## config.mk

```make
export PLATFORM = sky130hd
export DESIGN_NAME = flag_register_unit
export DESIGN_NICKNAME = d
export VERILOG_FILES = /design/src/rtl/flag_register_unit.sv
export SDC_FILE = /design/constraint.sdc
export NUM_CORES = 1
export LEC_CHECK = 0
export CAP_MARGIN = 20
export CORE_ASPECT_RATIO = 1.25
export CORE_UTILIZATION = 53
export CTS_BUF_LIST = sky130_fd_sc_hd__clkbuf_8
export DETAILED_ROUTE_END_ITERATION = 12
export GPL_ROUTABILITY_DRIVEN = 1
export PLACE_DENSITY = 0.9
export REMOVE_ABC_BUFFERS = 1
export SETUP_SLACK_MARGIN = 0.2
export SLEW_MARGIN = 25
export SYNTH_ARGS = -nofsm -noshare
export SYNTH_HDL_FRONTEND = slang
export SYNTH_SLANG_ARGS = --single-unit
```

## constraint.sdc

```tcl
create_clock -name clk -period 11.45 [get_ports clk]
set_input_delay 2.8625 -clock clk [delete_from_list [all_inputs] [get_ports clk]]
set_output_delay 2.8625 -clock clk [all_outputs]
set_load 0.02 [all_outputs]
```

## src/rtl/flag_register_unit.sv

```systemverilog
// NZCV producer: computes flags from the ALU op, holds them one stage, commits to arch.
// Define FLAG_BYPASS_EN to forward pending flags combinationally instead of raising busy.
module flag_register_unit #(
    parameter int WIDTH = 32
) (
    input  logic             clk,
    input  logic             reset,
    input  logic             alu_valid,
    input  logic [1:0]       alu_op,
    input  logic [WIDTH-1:0] src_a,
    input  logic [WIDTH-1:0] src_b,
    input  logic [1:0]       flag_w,
    input  logic             flush,
    output logic [3:0]       Flags,
    output logic             flags_busy,
    output logic [WIDTH-1:0] alu_result
);

    localparam logic [1:0] OP_ADD = 2'b00;
    localparam logic [1:0] OP_SUB = 2'b01;
    localparam logic [1:0] OP_AND = 2'b10;
    localparam logic [1:0] OP_ORR = 2'b11;

    logic [WIDTH:0] add_full;
    logic [WIDTH:0] sub_full;
    logic           carry;
    logic           ovf;
    logic [3:0]     nzcv;
    logic [3:0]     merged;

    logic [3:0]     arch_q, arch_d;
    logic           pend_valid_q, pend_valid_d;
    logic [1:0]     pend_w_q, pend_w_d;
    logic [3:0]     pend_nzcv_q, pend_nzcv_d;

    assign add_full = {1'b0, src_a} + {1'b0, src_b};
    assign sub_full = {1'b0, src_a} + {1'b0, ~src_b} + {{WIDTH{1'b0}}, 1'b1};

    always_comb begin
        alu_result = '0;
        carry      = 1'b0;
        ovf        = 1'b0;
        unique case (alu_op)
            OP_ADD: begin
                alu_result = add_full[WIDTH-1:0];
                carry      = add_full[WIDTH];
                ovf        = (src_a[WIDTH-1] == src_b[WIDTH-1]) &&
                             (add_full[WIDTH-1] != src_a[WIDTH-1]);
            end
            OP_SUB: begin
                alu_result = sub_full[WIDTH-1:0];
                carry      = sub_full[WIDTH];
                ovf        = (src_a[WIDTH-1] != src_b[WIDTH-1]) &&
                             (sub_full[WIDTH-1] != src_a[WIDTH-1]);
            end
            OP_AND: alu_result = src_a & src_b;
            OP_ORR: alu_result = src_a | src_b;
        endcase
        nzcv = {alu_result[WIDTH-1], alu_result == '0, carry, ovf};
    end

    // Arch flags with the pending entry's selected fields overlaid.
    always_comb begin
        merged[3:2] = pend_w_q[1] ? pend_nzcv_q[3:2] : arch_q[3:2];
        merged[1:0] = pend_w_q[0] ? pend_nzcv_q[1:0] : arch_q[1:0];
    end

    always_comb begin
        arch_d       = arch_q;
        pend_w_d     = pend_w_q;
        pend_nzcv_d  = pend_nzcv_q;
        pend_valid_d = alu_valid && (|flag_w) && !flush;
        if (pend_valid_q && !flush) begin
            arch_d = merged;
        end
        if (pend_valid_d) begin
            pend_w_d    = flag_w;
            pend_nzcv_d = nzcv;
        end
    end

    always_ff @(posedge clk or posedge reset) begin
        if (reset) begin
            arch_q       <= 4'b0000;
            pend_valid_q <= 1'b0;
            pend_w_q     <= 2'b00;
            pend_nzcv_q  <= 4'b0000;
        end else begin
            arch_q       <= arch_d;
            pend_valid_q <= pend_valid_d;
            pend_w_q     <= pend_w_d;
            pend_nzcv_q  <= pend_nzcv_d;
        end
    end

`ifdef FLAG_BYPASS_EN
    assign Flags      = pend_valid_q ? merged : arch_q;
    assign flags_busy = 1'b0;
`else
    assign Flags      = arch_q;
    assign flags_busy = pend_valid_q;
`endif

endmodule

```

; Yosys cells after proc, flatten, opt, wreduce, memory -nomap -nowiden
; Index checks and enable logic that the tools add are counted.
[word_totals]
ff_bits = 11
inputBits = 72
out_inout_bits = 37
word_cells = 32
[op_classes]
addsub = 3
eq_ne = 7
n_mux = 3
bitwise_logic = 3
reduce_logical = 11
[ops]
columns = operator, n
row1 = 32-bit case mux with 4 select lines, 1
row2 = 32-bit by 32-bit adder with 33-bit output, 2
row3 = 33-bit by 1-bit adder with 33-bit output (second input constant), 1
row4 = 32-bit AND, 1
row5 = 32-bit zero test, 1
row6 = 32-bit inverter, 1
row7 = 32-bit OR, 1
row8 = 1-bit logical AND, 5
row9 = 2-bit == test (second input constant), 2
row10 = 1-bit case mux with 2 select lines, 2
row11 = 2-bit AND reduction, 2
row12 = 1-bit inequality test, 3
row13 = 2-bit by 1-bit == test with 1-bit output (second input constant), 1
row14 = 2-bit zero test, 1
row15 = 2-bit OR reduction, 1
row16 = 1-bit == test, 1
row17 = 1-bit zero test, 1

; Depth between registers and ports, before layout
; Gate-level depths: netlist (run 1).
[depth]
ltp_word = 6
mapped_depth = 15
ltp_nobuf = 15

; Least setup slack after synthesis (run 1)
; No wires, ideal clock.
[synth_path]
kind = in2out
startpoint = in src_b[3]
endpoint = out alu_result[29]
t_arrival_ps = 5624
t_required_ps = 8588
slack_ps = 2964
path_stages = 12
path_buffers = 1
cell_sequence = inv_1 > ha_1 > buf_2 > nand2_1 > o31a_1 > a2111oi_2 > o21ai_1 > a211oi_1 > o21a_1 > o311a_1 > nor3_1 > o31ai_1
[synth_via]
elab_chain_cells = 4
elab_cells_between_ends = 5
cone_classes = add/sub: 3 / mux: 1 / bitwise: 1
[synth_rtl]
columns = element, line
row1 = "start, declared", 11  ; input logic [WIDTH-1:0] src_b,
row2 = 32-bit inverter, 37  ; assign sub_full = {1'b0, src_a} + {1'b0, ~src_b} + {{WIDTH{1'b0}}, 1'b1};
row3 = 32-bit by 32-bit adder with 33-bit output, 37
row4 = 33-bit by 1-bit adder with 33-bit output, 37
row5 = 32-bit case mux with 4 select lines *, 43  ; unique case (alu_op)
row6 = "end, declared", 16  ; output logic [WIDTH-1:0] alu_result
; Every way passes the cells marked *; elsewhere a longest branch is shown, timed or not.

; Final worst setup path (run 1)
[layout_path]
startpoint = in src_a[15]
endpoint = out alu_result[26]
[layout_via]
elab_chain_cells = 3
elab_cells_between_ends = 4
cone_classes = add/sub: 3 / mux: 1
[layout_rtl]
columns = element, line
row1 = "start, declared", 10  ; input logic [WIDTH-1:0] src_a,
row2 = 32-bit by 32-bit adder with 33-bit output, 37
row3 = 33-bit by 1-bit adder with 33-bit output, 37
row4 = 32-bit case mux with 4 select lines *, 43
; Marked as above.

==> impl_metrics.env, run 1 <==
export IMPL_place_congestion=0.995
export IMPL_dp_hpwl_um=15100
export IMPL_path_buf_inv=4
export IMPL_status="completed"
export IMPL_hold_viol=0
export IMPL_skew_ns=0.000854
export IMPL_grt_antenna_before_repair=0
export IMPL_maxSlewHeadroom_pct=42.4
export IMPL_report_final_slew_viol_count=0
export IMPL_setup_viol_count_final=0
export IMPL_highest_layer="met4"
export IMPL_max_slew_worst_pin_slew_ns=0.863
export IMPL_rsz0062_at_grt="no"
export IMPL_viasPerCell=6.55
export IMPL_p_leak_nw=3.11
export IMPL_diodes=0
export IMPL_cp_required_ns=8.59
export IMPL_wl_met3_um=1610
export IMPL_die_width_um=96.5
export IMPL_cts_buffer_depth=2
export IMPL_criticalPathCategory="input port to output pin"
export IMPL_final_antenna_net_count=0
export IMPL_max_stage_delay_ns=0.72
export IMPL_postSynthAreaPerCell_um2=6.82
export IMPL_grt_max_degree=58
export IMPL_initial_core_util_pct=55.2
export IMPL_port_buffers=108
export IMPL_synth_seq_cells=11
export IMPL_cts_tree="built"
export IMPL_hold_path_class="flop to flop"
export IMPL_drive_gt1_share_pct=4.81
export IMPL_dieArea_um2=11600
export IMPL_path_clk_slew_ns=0.05
export IMPL_start_kind="input port"
export IMPL_hold_buffers=0
export IMPL_synth_flop_cell="dfrtp_1"
export IMPL_grt_pass1_wl_um=30000
export IMPL_grt_pass1_vias=6482
export IMPL_maxCapViolCount=0
export IMPL_wl_met1_um=7270
export IMPL_powerDensity_nw_per_um2=68.0
export IMPL_cts_setup_buffers=0
export IMPL_fin_setup_tns_ns=0
export IMPL_gr_total_overflow=0
export IMPL_grtUsageTotal_pct=32.0
export IMPL_cts_buffers=3
export IMPL_yosysSeqAreaShare_pct=4.65
export IMPL_wl_per_cell_um=18.0
export IMPL_ys_warn_count=0
export IMPL_peakVddDrop_mv=0.0467
export IMPL_root_buffer="clkbuf_8"
export IMPL_htreeDepth=1
export IMPL_crit_family="buffers and inverters"
export IMPL_synthArstFlopShare_pct=100
export IMPL_synth_edf_count=0
export IMPL_cp_end_kind="output pin"
export IMPL_synth_area_um2=5910
export IMPL_power_uw=477
export IMPL_clkSinkCount=11
export IMPL_path_cells="clkdlybuf4s50_1 > inv_1 > ha_1 > inv_1 > a21oi_1 > o311ai_1 > o31ai_2 > o311ai_2 > mux2_1 > nor4b_1 > clkdlybuf4s50_1"
export IMPL_core_area_um2=10700
export IMPL_synth_distinct_cells=91
export IMPL_fillers=956
export IMPL_wl_met2_um=9320
export IMPL_ios=109
export IMPL_num_rows=42
export IMPL_vias=6994
export IMPL_cp_slowest_cell="clkdlybuf4s50_1"
export IMPL_finalCritPeriodShare_pct=86.2
export IMPL_route_detailed_drc=0
export IMPL_drt_iter0_drc=622
export IMPL_fin_crit_ns=9.87
export IMPL_fp_dieH_um=120
export IMPL_clock_latency_ns=0.24
export IMPL_synthCells=867
export IMPL_finalWirelength_um=19200
export IMPL_crit_fanout=13
export IMPL_fin_nets=1106
export IMPL_drt_first_pass_iters=5
export IMPL_cts_resized=0
export IMPL_max_freq_mhz=101
export IMPL_areaGrowthSynthToFinish_pct=18.5
export IMPL_final_util_pct=65.4
export IMPL_critical_path_arrival_ns=7.01
-- metrics by stage --
stage	cell area [um^2]	instances	hold slack, ns	worst slack, ns
2_1_floorplan	5700	819	0.435	2.98
3_3_place_gp	6960	1063	0.450	1.70
3_5_place_dp	6960	1063	0.460	1.64
4_1_cts	7010	1067	0.478	1.63
5_1_grt	7010	1067	0.525	1.37
6_report	7010	1067	0.482	1.58
-- worst min-delay path: stages (launching register included) --
cell and delay [ns]:
dfrtp_1 0.34, nand2_1 0.06, nand2_1 0.05
-- layout by cell type, fill, tap and decap left out, types with 11 or more instances in the layout --
cell	n
o21ai_0	47
inv_1	99
ha_1	96
dfrtp_1	11
a21oi_1	53
nor4_1	14
o21a_1	14
nor3_1	17
clkdlybuf4s50_1	106
nor2b_1	13
o211ai_1	17
nand2b_1	12
nand3_1	14
nor2_1	87
nand2_1	74
xnor2_1	15
o31ai_1	16
a211oi_1	14
-- area by class of cell --
| class | instances | area [um^2] | share of cell area (%) |
|---|---|---|---|
| clock inverters | 1 | 5.00 | 0.0714 |
| multi-input cells | 708 | 5050 | 72.0 |
| well taps | 132 | 165 | 2.36 |
| flip-flops and latches | 11 | 275 | 3.93 |
| repair buffers | 112 | 1100 | 15.7 |
| clock buffers | 3 | 41.3 | 0.589 |
| inverters | 100 | 375 | 5.35 |
-- per-layer routing --
metal  vias up  global-route usage, %
met4         0                   15.3
met1      3214                   38.6
met5         -                      0
li1       3267                      -
met3        90                   2.34
met2       423                   55.9
-- path summary, 6_finish.rpt --
check	end	cells past startpoint	slack, ns	startpoint
setup / recovery	alu_result[26]	11	1.58	src_a[15]
hold / removal	pend_nzcv_q[2]	2	0.48	pend_nzcv_q[2]
setup reg to reg	Flags[2]	3	10.38	flags_busy
hold reg to reg	pend_nzcv_q[2]	2	0.48	pend_nzcv_q[2]
max in group asynchronous	pend_w_q[0]	2	8.25	reset
min in group asynchronous	Flags[3]	2	2.91	reset
-- synthesized netlist by cell type (all sizes together), types with 4 or more instances --
| master | count | share of area (%) |
|---|---|---|
| nand2b | 12 | 1.3 |
| nand3 | 14 | 1.2 |
| inv | 100 | 6.3 |
| nand4 | 6 | 0.63 |
| nand2 | 74 | 4.7 |
| a31oi | 10 | 1.1 |
| clkbuf | 28 | 1.8 |
| or4 | 6 | 0.76 |
| a211oi | 15 | 2.0 |
| a221o | 5 | 0.85 |
| o31ai | 17 | 2.2 |
| and2 | 6 | 0.68 |
| o2111ai | 5 | 0.74 |
| and4 | 4 | 0.61 |
| buf | 20 | 1.9 |
| o21a | 14 | 1.8 |
| dfrtp | 11 | 4.7 |
| o31a | 5 | 0.74 |
| or2 | 9 | 0.95 |
| a21oi | 55 | 4.9 |
| and3 | 6 | 0.72 |
| nor2 | 87 | 5.5 |
| a22oi | 6 | 0.76 |
| xor2 | 6 | 0.89 |
| o211ai | 17 | 2.2 |
| nor2b | 13 | 1.4 |
| nor4 | 14 | 1.5 |
| o21ai | 57 | 4.9 |
| o221ai | 5 | 0.74 |
| a211o | 4 | 0.59 |
| nor3 | 17 | 1.4 |
| xnor2 | 15 | 2.2 |
| a21o | 9 | 1.1 |
| o311ai | 8 | 1.3 |
| mux2 | 11 | 2.1 |
| o22ai | 4 | 0.42 |
| o21bai | 10 | 1.3 |
| ha | 96 | 20 |
| mux2i | 6 | 1.0 |
| a221oi | 5 | 0.74 |
| a2111oi | 7 | 1.2 |
-- flip-flops by register name, summed over array words and instances, names as in the netlist --
name / cells
pend_w_q: 2
pend_nzcv_q: 4
Flags: 4
flags_busy: 1
-- power by group --
part / switching (mW) / internal [mW]
registers: 0.00303 / 0.0458
logic: 0.226 / 0.163
clock network: 0.0147 / 0.0239
-- logic make-up (layout without fill, tap and decap cells) --
logic type	count (synthesis)	count (layout)	synth area share [%]
muxes	18	18	3.49
AOI/OAI and AO/OA	288	288	34.3
xor gates and xnor gates	21	21	3.11
adders and majority gates	98	98	21.0
and+or+nand+nor	283	283	23.4
buffers and inverters	148	216	10.0
DFF	11	11	4.65
No activity file was read; power rests on OpenSTA's default activity.
==> run 2: changes to the inputs <==
--- a/config.mk
+++ b/config.mk
@@ -7,11 +7,11 @@
 export LEC_CHECK = 0
 export CAP_MARGIN = 20
 export CORE_ASPECT_RATIO = 1.25
-export CORE_UTILIZATION = 53
+export CORE_UTILIZATION = 47
 export CTS_BUF_LIST = sky130_fd_sc_hd__clkbuf_8
 export DETAILED_ROUTE_END_ITERATION = 12
 export GPL_ROUTABILITY_DRIVEN = 1
-export PLACE_DENSITY = 0.9
+export PLACE_DENSITY = 0.82
 export REMOVE_ABC_BUFFERS = 1
 export SETUP_SLACK_MARGIN = 0.2
 export SLEW_MARGIN = 25
==> impl_metrics.env, run 2 (synthesis results as in run 1) <==
export IMPL_max_freq_mhz=101
export IMPL_path_clk_slew_ns=0.05
export IMPL_port_buffers=108
export IMPL_cts_setup_buffers=0
export IMPL_p_leak_nw=3.11
export IMPL_maxSlewHeadroom_pct=44.5
export IMPL_hold_viol=0
export IMPL_wl_per_cell_um=17.2
export IMPL_grt_antenna_before_repair=0
export IMPL_max_slew_worst_pin_slew_ns=0.832
export IMPL_power_uw=472
export IMPL_root_buffer="clkbuf_8"
export IMPL_grt_max_degree=58
export IMPL_initial_core_util_pct=48.4
export IMPL_path_buf_inv=3
export IMPL_hold_buffers=0
export IMPL_rsz0062_at_grt="no"
export IMPL_cts_tree="built"
export IMPL_clkSinkCount=11
export IMPL_worst_r2r_cell_count=3
export IMPL_fin_setup_tns_ns=0
export IMPL_status="completed"
export IMPL_skew_ns=0.000269
export IMPL_r2r_end="Flags[1]"
export IMPL_ios=109
export IMPL_cp_end_kind="output pin"
export IMPL_layout_commonest_cell="clkdlybuf4s50_1"
export IMPL_report_final_slew_viol_count=0
export IMPL_final_area_um2=7050
export IMPL_cts_buffer_depth=2
export IMPL_rrSetupSlack_ns=10.38
export IMPL_fin_nets=1106
export IMPL_cts_buffers=3
export IMPL_areaGrowthSynthToFinish_pct=19.2
export IMPL_route_detailed_drc=0
export IMPL_num_rows=45
export IMPL_maxCapViolCount=0
export IMPL_core_area_um2=12200
export IMPL_die_width_um=102
export IMPL_finalCritPeriodShare_pct=86.2
export IMPL_final_antenna_net_count=0
export IMPL_fin_crit_ns=9.87
export IMPL_grt_pass1_wl_um=30800
export IMPL_diodes=0
export IMPL_viasPerCell=6.17
export IMPL_path_cells="clkdlybuf4s50_1 > ha_1 > inv_1 > fa_1 > and2b_1 > o21ai_1 > a31o_1 > a211o_1 > or3_1 > and3_1 > or4_1 > nand3_1 > clkdlybuf4s50_1"
export IMPL_drive_gt1_share_pct=4.71
export IMPL_holdPathEnd="pend_nzcv_q[2]"
export IMPL_dpl_cell_area_um2=7000
export IMPL_cts_resized=0
export IMPL_most_common_layout_cells="clkdlybuf4s50_1 (106), inv_1 (100), ha_1 (96)"
export IMPL_crit_fanout=7
export IMPL_grtUsageTotal_pct=29.0
export IMPL_dieArea_um2=13000
export IMPL_drt_first_pass_iters=5
export IMPL_critical_path_arrival_ns=7.01
export IMPL_drt_iter0_drc=426
export IMPL_max_stage_delay_ns=0.63
export IMPL_start_kind="input port"
export IMPL_fp_dieH_um=127
export IMPL_min_from="pend_nzcv_q[2]"
export IMPL_clock_latency_ns=0.23
export IMPL_powerDensity_nw_per_um2=67.0
export IMPL_peakVddDrop_mv=0.0492
export IMPL_criticalPathCategory="input port to output pin"
export IMPL_crit_family="simple AND/OR/NAND/NOR gates"
export IMPL_dp_hpwl_um=15100
export IMPL_finalWirelength_um=18900
export IMPL_cp_slowest_cell="clkdlybuf4s50_1"
export IMPL_worstReg2RegStart="flags_busy"
export IMPL_hold_path_class="flop to flop"
export IMPL_grt_pass1_vias=6458
export IMPL_gr_total_overflow=0
export IMPL_htreeDepth=1
export IMPL_vias=6785
export IMPL_hold_depth=2
export IMPL_setup_viol_count_final=0
export IMPL_place_congestion=0.969
export IMPL_critPathMostFrequentCell="clkdlybuf4s50_1"
export IMPL_cp_required_ns=8.59
[run 2: changes by cell type in the layout (fill, tap and decap cells not counted), sizes merged]
cell | before | now
clkinv | 1 | 0
inv | 100 | 101
[run 2: how the worst max path moves through the flow]
stage / startpoint / to / slack (ns) / cells after the start
CTS: src_b[0] / alu_result[30] / 1.61 / 13
detailed placement: src_b[0] / alu_result[30] / 1.62 / 13
global route: src_a[15] / alu_result[29] / 1.33 / 12
floorplan: src_b[3] / alu_result[29] / 2.98 / 11
finish: src_b[0] / alu_result[30] / 1.58 / 13
global placement: src_b[0] / alu_result[30] / 1.67 / 13
[run 2: routing by layer]
metal	GRT usage, %	vias up	wire length (um)
met5	0	-	0
met4	9.75	0	556
met3	2.24	48	1170
met2	52.1	298	9450
met1	35.8	3156	7770
li1	-	3283	-
[run 2: layout make-up]
| type | instances | area, um^2 |
|---|---|---|
| clock buffer | 3 | 41.3 |
| clock inverter | 1 | 3.75 |
| fill | 1222 | 5170 |
| inverter | 100 | 375 |
| multi-input combinational | 708 | 5050 |
| sequential | 11 | 275 |
| tap | 164 | 205 |
| timing repair buffer | 112 | 1100 |
[run 2: power by group]
group / leakage (nW) / total (mW) / internal [mW] / switching [mW]
registers: 0.143 / 0.0492 / 0.0459 / 0.00331
clock network: 0.0269 / 0.0369 / 0.0234 / 0.0135
logic: 2.94 / 0.386 / 0.163 / 0.223
[run 2: worst min-delay path: cells and delay by family, from the launching register on]
| kind | cells | cell delay [ns] |
|---|---|---|
| flip-flops | 1 | 0.34 |
| AND/OR/NAND/NOR | 2 | 0.10 |
[run 2: metrics by stage]
step	utilization [%]	cells	hold WS (ns)	worst slack, ns
CTS	57.7	1099	0.473	1.61
floorplan	-	819	0.435	2.98
global route	57.7	1099	0.507	1.33
finish	57.7	1099	0.469	1.58
global placement	57.3	1095	0.457	1.67
detailed placement	57.3	1095	0.462	1.62
